File: config.mk
export PLATFORM = sky130hd
export DESIGN_NAME = fixed_predictor_decoder
export DESIGN_NICKNAME = d
export VERILOG_FILES = /design/src/rtl/fixed_pred_pkg.sv /design/src/rtl/fixed_pred_calc.sv /design/src/rtl/fixed_predictor_decoder.sv
export SDC_FILE = /design/constraint.sdc
export NUM_CORES = 1
export LEC_CHECK = 0
export ABC_AREA = 1
export CORE_ASPECT_RATIO = 0.6
export CORE_MARGIN = 3
export CORE_UTILIZATION = 62
export DETAILED_ROUTE_END_ITERATION = 8
export GPL_ROUTABILITY_DRIVEN = 0
export PLACE_DENSITY = 0.84
export SYNTH_ARGS = -nofsm -noshare
export SYNTH_HDL_FRONTEND = slang
export SYNTH_SLANG_ARGS = --single-unit
File: constraint.sdc
create_clock -name iClock -period 6.7 [get_ports iClock]
set_clock_uncertainty 0.1 [all_clocks]
set_input_delay 1.34 -clock iClock [delete_from_list [all_inputs] [get_ports iClock]]
set_output_delay 1.34 -clock iClock [all_outputs]
set_load 0.005 [all_outputs]
File: src/rtl/fixed_pred_pkg.sv
// Shared definitions for the FLAC FIXED-subframe reconstruction path:
// FSM encoding, accumulator sizing and the fixed-polynomial coefficient table.
package fixed_pred_pkg;

    typedef enum logic [1:0] {
        ST_IDLE   = 2'd0,
        ST_WARMUP = 2'd1,
        ST_DECODE = 2'd2,
        ST_DONE   = 2'd3
    } state_t;

    localparam int MAX_ORDER = 4;

    // |prediction + residual| <= 16 * 2^(SAMPLE_W-1), so four guard bits suffice.
    localparam int ACC_GUARD = 4;

    function automatic int acc_width(input int sample_w);
        return sample_w + ACC_GUARD;
    endfunction

    // Row = order, column = history tap (s1 newest); unused taps are zero.
    localparam int COEF [1:MAX_ORDER][1:MAX_ORDER] = '{
        '{ 1,  0, 0,  0},
        '{ 2, -1, 0,  0},
        '{ 3, -3, 1,  0},
        '{ 4, -6, 4, -1}
    };

endpackage

File: src/rtl/fixed_pred_calc.sv
// Combinational fixed-polynomial predictor: order x sample history -> ACC_W
// prediction, built from shifts and adds only.
module fixed_pred_calc
    import fixed_pred_pkg::*;
#(
    parameter int SAMPLE_W = 16,
    parameter int ACC_W    = SAMPLE_W + ACC_GUARD
) (
    input  logic [2:0]            order,
    input  logic [4*SAMPLE_W-1:0] history,
    output logic [ACC_W-1:0]      pred
);

    // Every coefficient in the table is a constant, so each call folds to
    // one or two shifted copies of the operand.
    function automatic logic signed [ACC_W-1:0] scale(
        input logic signed [ACC_W-1:0] x,
        input int                      c
    );
        case (c)
            1:       scale = x;
            2:       scale = x <<< 1;
            3:       scale = (x <<< 1) + x;
            4:       scale = x <<< 2;
            -1:      scale = -x;
            -3:      scale = -((x <<< 1) + x);
            -6:      scale = -((x <<< 2) + (x <<< 1));
            default: scale = '0;
        endcase
    endfunction

    logic signed [ACC_W-1:0] ext    [1:MAX_ORDER];
    logic signed [ACC_W-1:0] term   [1:MAX_ORDER][1:MAX_ORDER];
    logic signed [ACC_W-1:0] by_ord [1:MAX_ORDER];

    genvar gi, gj;
    generate
        for (gi = 1; gi <= MAX_ORDER; gi++) begin : g_ext
            assign ext[gi] = {{(ACC_W-SAMPLE_W){history[gi*SAMPLE_W-1]}},
                              history[gi*SAMPLE_W-1 -: SAMPLE_W]};
        end
        for (gi = 1; gi <= MAX_ORDER; gi++) begin : g_ord
            for (gj = 1; gj <= MAX_ORDER; gj++) begin : g_tap
                assign term[gi][gj] = scale(ext[gj], COEF[gi][gj]);
            end
            assign by_ord[gi] = term[gi][1] + term[gi][2] + term[gi][3] + term[gi][4];
        end
    endgenerate

    always_comb begin
        pred = '0;
        case (order)
            3'd1:    pred = by_ord[1];
            3'd2:    pred = by_ord[2];
            3'd3:    pred = by_ord[3];
            3'd4:    pred = by_ord[4];
            default: pred = '0;
        endcase
    end

endmodule

File: src/rtl/fixed_predictor_decoder.sv
// FLAC FIXED subframe sample reconstruction (orders 0-4): warm-up pass-through,
// then residual + polynomial prediction. Define FIXED_PRED_SAT_EN to saturate instead of wrap.
module fixed_predictor_decoder
    import fixed_pred_pkg::*;
#(
    parameter int SAMPLE_W = 16,
    parameter int ACC_W    = SAMPLE_W + ACC_GUARD
) (
    input  logic                iClock,
    input  logic                iReset_n,
    input  logic                iStart,
    input  logic [2:0]          iOrder,
    input  logic [15:0]         iBlockSize,
    input  logic                iValid,
    input  logic [SAMPLE_W-1:0] iData,
    output logic [SAMPLE_W-1:0] oSample,
    output logic                oValid,
    output logic                oDone,
    output logic                oError
);

    state_t                state_reg, state_next;
    logic [2:0]            order_reg;
    logic [15:0]           bsize_reg;
    logic [15:0]           count_reg;
    logic [15:0]           count_inc;
    logic [4*SAMPLE_W-1:0] hist_reg;
    logic [SAMPLE_W-1:0]   sample_reg;
    logic                  valid_reg;
    logic                  done_reg;
    logic                  error_reg;

    logic [ACC_W-1:0]        pred;
    logic signed [ACC_W-1:0] sum;
    logic [SAMPLE_W-1:0]     recon;
    logic                    order_ok;

    fixed_pred_calc #(
        .SAMPLE_W (SAMPLE_W),
        .ACC_W    (ACC_W)
    ) u_calc (
        .order   (order_reg),
        .history (hist_reg),
        .pred    (pred)
    );

    assign count_inc = count_reg + 16'd1;
    assign order_ok  = (iOrder <= 3'(MAX_ORDER));
    assign sum       = $signed(pred)
                     + $signed({{(ACC_W-SAMPLE_W){iData[SAMPLE_W-1]}}, iData});

`ifdef FIXED_PRED_SAT_EN
    localparam logic signed [ACC_W-1:0] SAT_MAX =
        {{(ACC_W-SAMPLE_W+1){1'b0}}, {(SAMPLE_W-1){1'b1}}};
    localparam logic signed [ACC_W-1:0] SAT_MIN =
        {{(ACC_W-SAMPLE_W+1){1'b1}}, {(SAMPLE_W-1){1'b0}}};

    always_comb begin
        recon = sum[SAMPLE_W-1:0];
        if (sum > SAT_MAX)
            recon = SAT_MAX[SAMPLE_W-1:0];
        else if (sum < SAT_MIN)
            recon = SAT_MIN[SAMPLE_W-1:0];
    end
`else
    logic sum_unused;
    assign recon      = sum[SAMPLE_W-1:0];
    assign sum_unused = ^sum[ACC_W-1:SAMPLE_W];
`endif

    always_comb begin
        state_next = state_reg;
        case (state_reg)
            ST_IDLE: begin
                if (iStart && order_ok) begin
                    if (iBlockSize == 16'd0)
                        state_next = ST_DONE;
                    else if (iOrder != 3'd0)
                        state_next = ST_WARMUP;
                    else
                        state_next = ST_DECODE;
                end
            end
            ST_WARMUP: begin
                // A short block can end before the warm-ups do.
                if (iValid) begin
                    if (count_inc == bsize_reg)
                        state_next = ST_DONE;
                    else if (count_inc == {13'd0, order_reg})
                        state_next = ST_DECODE;
                end
            end
            ST_DECODE: begin
                if (iValid && count_inc == bsize_reg)
                    state_next = ST_DONE;
            end
            ST_DONE:  state_next = ST_IDLE;
            default:  state_next = ST_IDLE;
        endcase
    end

    always_ff @(posedge iClock) begin
        if (!iReset_n) begin
            state_reg  <= ST_IDLE;
            order_reg  <= '0;
            bsize_reg  <= '0;
            count_reg  <= '0;
            hist_reg   <= '0;
            sample_reg <= '0;
            valid_reg  <= 1'b0;
            done_reg   <= 1'b0;
            error_reg  <= 1'b0;
        end else begin
            state_reg <= state_next;
            valid_reg <= 1'b0;
            // Delayed by one so the pulse never overlaps the final sample strobe.
            done_reg  <= (state_reg == ST_DONE);
            case (state_reg)
                ST_IDLE: begin
                    if (iStart) begin
                        if (!order_ok) begin
                            error_reg <= 1'b1;
                        end else begin
                            error_reg <= 1'b0;
                            order_reg <= iOrder;
                            bsize_reg <= iBlockSize;
                            count_reg <= '0;
                            hist_reg  <= '0;
                        end
                    end
                end
                ST_WARMUP: begin
                    if (iValid) begin
                        sample_reg <= iData;
                        valid_reg  <= 1'b1;
                        hist_reg   <= {hist_reg[3*SAMPLE_W-1:0], iData};
                        count_reg  <= count_inc;
                    end
                end
                ST_DECODE: begin
                    if (iValid) begin
                        sample_reg <= recon;
                        valid_reg  <= 1'b1;
                        hist_reg   <= {hist_reg[3*SAMPLE_W-1:0], recon};
                        count_reg  <= count_inc;
                    end
                end
                default: ;
            endcase
        end
    end

    assign oSample = sample_reg;
    assign oValid  = valid_reg;
    assign oDone   = done_reg;
    assign oError  = error_reg;

endmodule

# Yosys cells after proc, flatten, opt, wreduce, memory -nomap -nowiden
# Cells that the tools add are included.
# totals
romBits	0
reg_bits	120
latchBits	0
input_bits	39
out_inout_bits	19
ramBits	0
n_memories	0
word_cells	81
# op_classes
mul	0
n_mux	23
reduce_logical	16
n_bitwise	0
div_mod_pow	0
n_addsub	15
magnitude_cmp	1
eq_ne	17
shifts	0
# ops
op	n
$mux W64	4
$pmux W64 S3	1
$add A16 B16 Y16	10
$mux W16	5
$neg A16 Y16	4
$pmux W16 S2	2
$pmux W16 S4	1
$add A16 B1 Y16 const B	1
$eq A16 B16 Y1	1
$eq A16 B3 Y1	1
$logic_not A16 Y1	1
$mux W2	7
$ne A2 B2 Y1 const B	6
$pmux W2 S4	1
$reduce_and A4 Y1	2
$eq A3 B2 Y1 const B	2
$reduce_and A3 Y1	2
$reduce_bool A3 Y1	2
$reduce_and A5 Y1	1
$eq A2 B2 Y1 const B	2
$reduce_and A2 Y1	2
$reduce_bool A2 Y1	2
$eq A3 B1 Y1 const B	1
$eq A3 B3 Y1 const B	1
8 further kinds	10

# Logic depth before layout (Yosys ltp)
# depth
word_depth	9
ltp_mapped	30
ltp_nobuf	30

# By module
# A second synthesis with hierarchy kept.
# hier_totals
cells_unflattened	1975
area_unflattened_um2	12817.3
# by_module_without_submodules
mod	area_each_um2	cells_per_inst	seq_area_each_um2	n_inst
fixed_pred_calc	6436.2	1010	0.0	1
fixed_predictor_decoder	6381.1	965	2402.3	1

# Worst setup path before layout
# Ideal clock, no wire load.
# synth_path
path_kind	reg2reg
from	register hist_reg[3]
to	register hist_reg[15]
t_arrival_ps	4979
setup_slack_ps	1551
stages_incl_launch_ff	30
setup_ps	70
n_path_buf	0
period_less_slack_ps	5149
required_time_ps	6530
cell_sequence	dfxtp_1 inv_1 fa_1 inv_1 fa_1 inv_1 fa_1 inv_1 ha_1 nand2_1 nor2_1 nand2_1 nand3_1 a21oi_1 o21ai_0 a31oi_1 or2_2 nand3_1 o211ai_1 ha_1 nand2_1 nor2_1 nor3b_1 a221oi_1 inv_1 nand3_1 nand3_1 nand2_1 nand2_1 a21oi_1
# synth_between
elab_chain_cells	7
elab_cells_between_ends	11
cone_classes	add/sub (8); mux (3)
# synth_lines
element	line	source
start: declaration	fixed_predictor_decoder.sv:27	logic [4*SAMPLE_W-1:0] hist_reg;
start signal: assignment	fixed_predictor_decoder.sv:136	hist_reg <= {hist_reg[3*SAMPLE_W-1:0], iData};
start signal: assignment	fixed_predictor_decoder.sv:144	hist_reg <= {hist_reg[3*SAMPLE_W-1:0], recon};
$add A16 B16 Y16, on equally long branches	fixed_pred_calc.sv:23, fixed_pred_calc.sv:46	
$add A16 B16 Y16 (2 in a row)	fixed_pred_calc.sv:46	assign by_ord[gi] = term[gi][1] + term[gi][2] + term[gi][3] + term[gi][4];
$pmux W16 S4 (*)	fixed_pred_calc.sv:52	case (order)
$add A16 B16 Y16 (*)	fixed_predictor_decoder.sv:50	+ $signed({{(ACC_W-SAMPLE_W){iData[SAMPLE_W-1]}}, iData});
$mux W64 (*)	fixed_predictor_decoder.sv:141	if (iValid) begin
$pmux W64 S3 (*)	fixed_predictor_decoder.sv:118	case (state_reg)
# Mark *: on every way between the ends. The rest lies on a longest branch, timed or not. The select of a mux whose other input is x is not followed.
# A chain may end at the register's enable or synchronous reset.

# Worst setup path after layout
# Same ends and word-level chain as after synthesis.

==> metrics.csv <==
metric,value,unit
status,finished clean,
shortest period the worst path allows,6050,ps
core box area,17400,um^2
row count,37,
worst-path fanout max,7,
Final Non-Filler Cells,1936,
DR iter-0 viols,1472,
Tot GR Track Use,35.7,%
dpl cells,1904,
Final #Nets,1881,
"Core Util, Final",72.1,%
IO Port Bufs,57,
final setup vio count,0,
Unique masters post-synth,53,
synthesized area per cell,6.79,um^2
met2 Use GR,47.6,%
Slew headroom,15.4,%
vias in the first global route,10500,
CP endpoint kind,flop,
Ys Warns,0,
TritonCTS buffer count,17,
postcts setup bufs,0,
max incr delay on CP,560,ps
clock root buffer,clkbuf_16,
Antenna Nets Post-Route,0,
drt drc,0,
number of buffers and inverters on the critical path,5,
top cell type's share of synthesized area,21.5,%
fin crit share,90.3,%
Pre-Repair DR Iteration Count,7,
RSZ-0062 raised after global routing,false,
worst skew pair latency,430,ps
synth top area cells,"dfxtp_1, fa_1, nand2_1",
Initial Util,64.1,%
share of cells above drive strength 1,5.29,%
max_cap viols,0,
busiest grt layer,met1,
area of the mapped netlist,11200,um^2
met3 Use GR,15.0,%
Via-to-Cell Ratio,5.88,
I/O Pins,58,
via count,11400,
Die Span X,179,um
post-synthesis adder-cell area fraction,22.7,%
pin count of the biggest net entering global routing,65,
grt total ovfl,0,
Yosys reg bits,120,
mux contribution to synthesized area,0,%
largest family of logic cells by synthesized area,simple AND/OR/NAND/NOR gates,
first-pass GRT wire length,54100,um
"Req. time, crit path",6960,ps
Synth area leader,dfxtp_1,
clock sink count,120,
largest delay contributor family on the critical path,adder cells,
initial antenna violation count,0,
dominant synthesized flop cell,dfxtp_1,
cells after synthesis,1645,
CP startpoint kind,flop,
Longest Clk Path Bufs,2,
TNS Setup,0,ps
Max Slew Vio Count,0,
Die H,110,um
hold_buf cts,0,
number of synthesized flops with an enable pin,0,
total die area,19700,um^2
Static Leak,5.86,nW
met1 usage,53.1,%
DR WL/cell,17.3,um
Max IR drop VDD,330,uV
H-tree depth,4,
Tot Pwr,4.45,mW
antenna cells,0,
CTS tree,built,
"Reg clk slew, reported paths",60,ps
"FFs w/ async S/R, synth",0,%
max reg flops,64,
Synth Area in Simple Gates,25.2,%
Synth Net Count,1837,
Min-Delay Path Class,flop to flop,
xor and xnor fraction of the mapped netlist area,1.77,%
Layout area overhead,12.4,%
Worst EP arrival,6310,ps
power per cell area,354,nW/um^2
overall routed net length,33600,um
complex-gate fraction of the synthesized area,16.7,%
"Seq/Total Area, Yosys",21.5,%
worst-margin pin slew,1270,ps
post-cts sizing count,0,
endpoints failing hold,0,
critical path type,flop to flop,
CP max stage cell,fa_1,
dpl hpwl,25200,um
Max Freq,0.165,GHz
==> cell families after synthesis <==
family | after synthesis
compound gates | 339
simple gates | 658
flops | 120
buf+inv | 354
fa+ha+maj | 153
xor+xnor | 21
==> cells in the mapped netlist, drive strengths merged, types with 2 or more instances <==
| master | n |
|---|---|
| o31ai | 4 |
| o21ai | 81 |
| a31oi | 6 |
| nor4 | 4 |
| a21o | 4 |
| nor3 | 21 |
| a21oi | 205 |
| nand3 | 108 |
| a31o | 2 |
| nand3b | 4 |
| a32oi | 4 |
| o211ai | 2 |
| nor2 | 93 |
| a211oi | 4 |
| o21bai | 6 |
| xnor2 | 8 |
| o32ai | 2 |
| ha | 70 |
| nand4 | 11 |
| clkinv | 4 |
| or2 | 9 |
| clkbuf | 30 |
| inv | 307 |
| o2111ai | 10 |
| buf | 13 |
| fa | 83 |
| xor2 | 12 |
| dfxtp | 120 |
| nand2 | 405 |
| a22oi | 2 |
| o21a | 3 |
==> where the power goes <==
group	leakage, nW	switching (mW)	internal, mW
clock network	0.285	0.369	0.580
registers	0.973	0.0897	0.792
logic	4.60	1.76	0.857
total	5.86	2.22	2.23
==> per-layer routing <==
layer | up-vias | part of all wire (%)
met5 | - | 0
met4 | 0 | 1.6
met3 | 70 | 16
met2 | 724 | 37
met1 | 5232 | 45
li1 | 5352 | -
==> final timing paths <==
kind,slack (ps),depth (start not counted),start,end
setup reg to reg,650,29,hist_reg[3],hist_reg[15]
hold reg to reg,370,2,hist_reg[59],hist_reg[59]
hold / removal,370,2,hist_reg[59],hist_reg[59]
setup / recovery,650,29,hist_reg[3],hist_reg[15]
==> layout by cell type (no fill, tap or decap), types with 8 or more instances in the layout <==
cell type / instances
a21oi_1: 204
buf_4: 11
clkbuf_16: 17
clkdlybuf4s50_1: 57
dfxtp_1: 120
fa_1: 83
ha_1: 70
inv_1: 301
nand2_1: 397
nand2_2: 8
nand3_1: 104
nand4_1: 11
nor2_1: 87
nor3_1: 14
o2111ai_1: 10
o21ai_0: 77
or2_2: 8
xnor2_1: 8
xor2_1: 12
==> layout make-up <==
type | count | area (um^2)
clock buffers | 20 | 467
clock inverters | 12 | 143
flip-flops and latches | 120 | 2400
inverters | 311 | 1170
repair buffers | 68 | 653
multi-input cells | 1171 | 7430
fillers | 1401 | 4850
well taps | 234 | 293
==> through the flow <==
stage / area (um^2) / hold WS (ps) / setup slack [ps]
2_1_floorplan: 11200 / 344 / 1550
3_3_place_gp: 11900 / 352 / 993
3_5_place_dp: 11900 / 361 / 852
4_1_cts: 12600 / 370 / 759
5_1_grt: 12600 / 394 / 243
6_report: 12600 / 368 / 650
==> worst reg2reg max path: cells and delay by family, from the launching register on <==
family	cells	cell delay, ps
flops	1	510
buf+inv	5	380
compound gates	6	1250
simple gates	13	1450
fa+ha+maj	5	2300
Note: power is estimated with default switching activity, not from simulation.
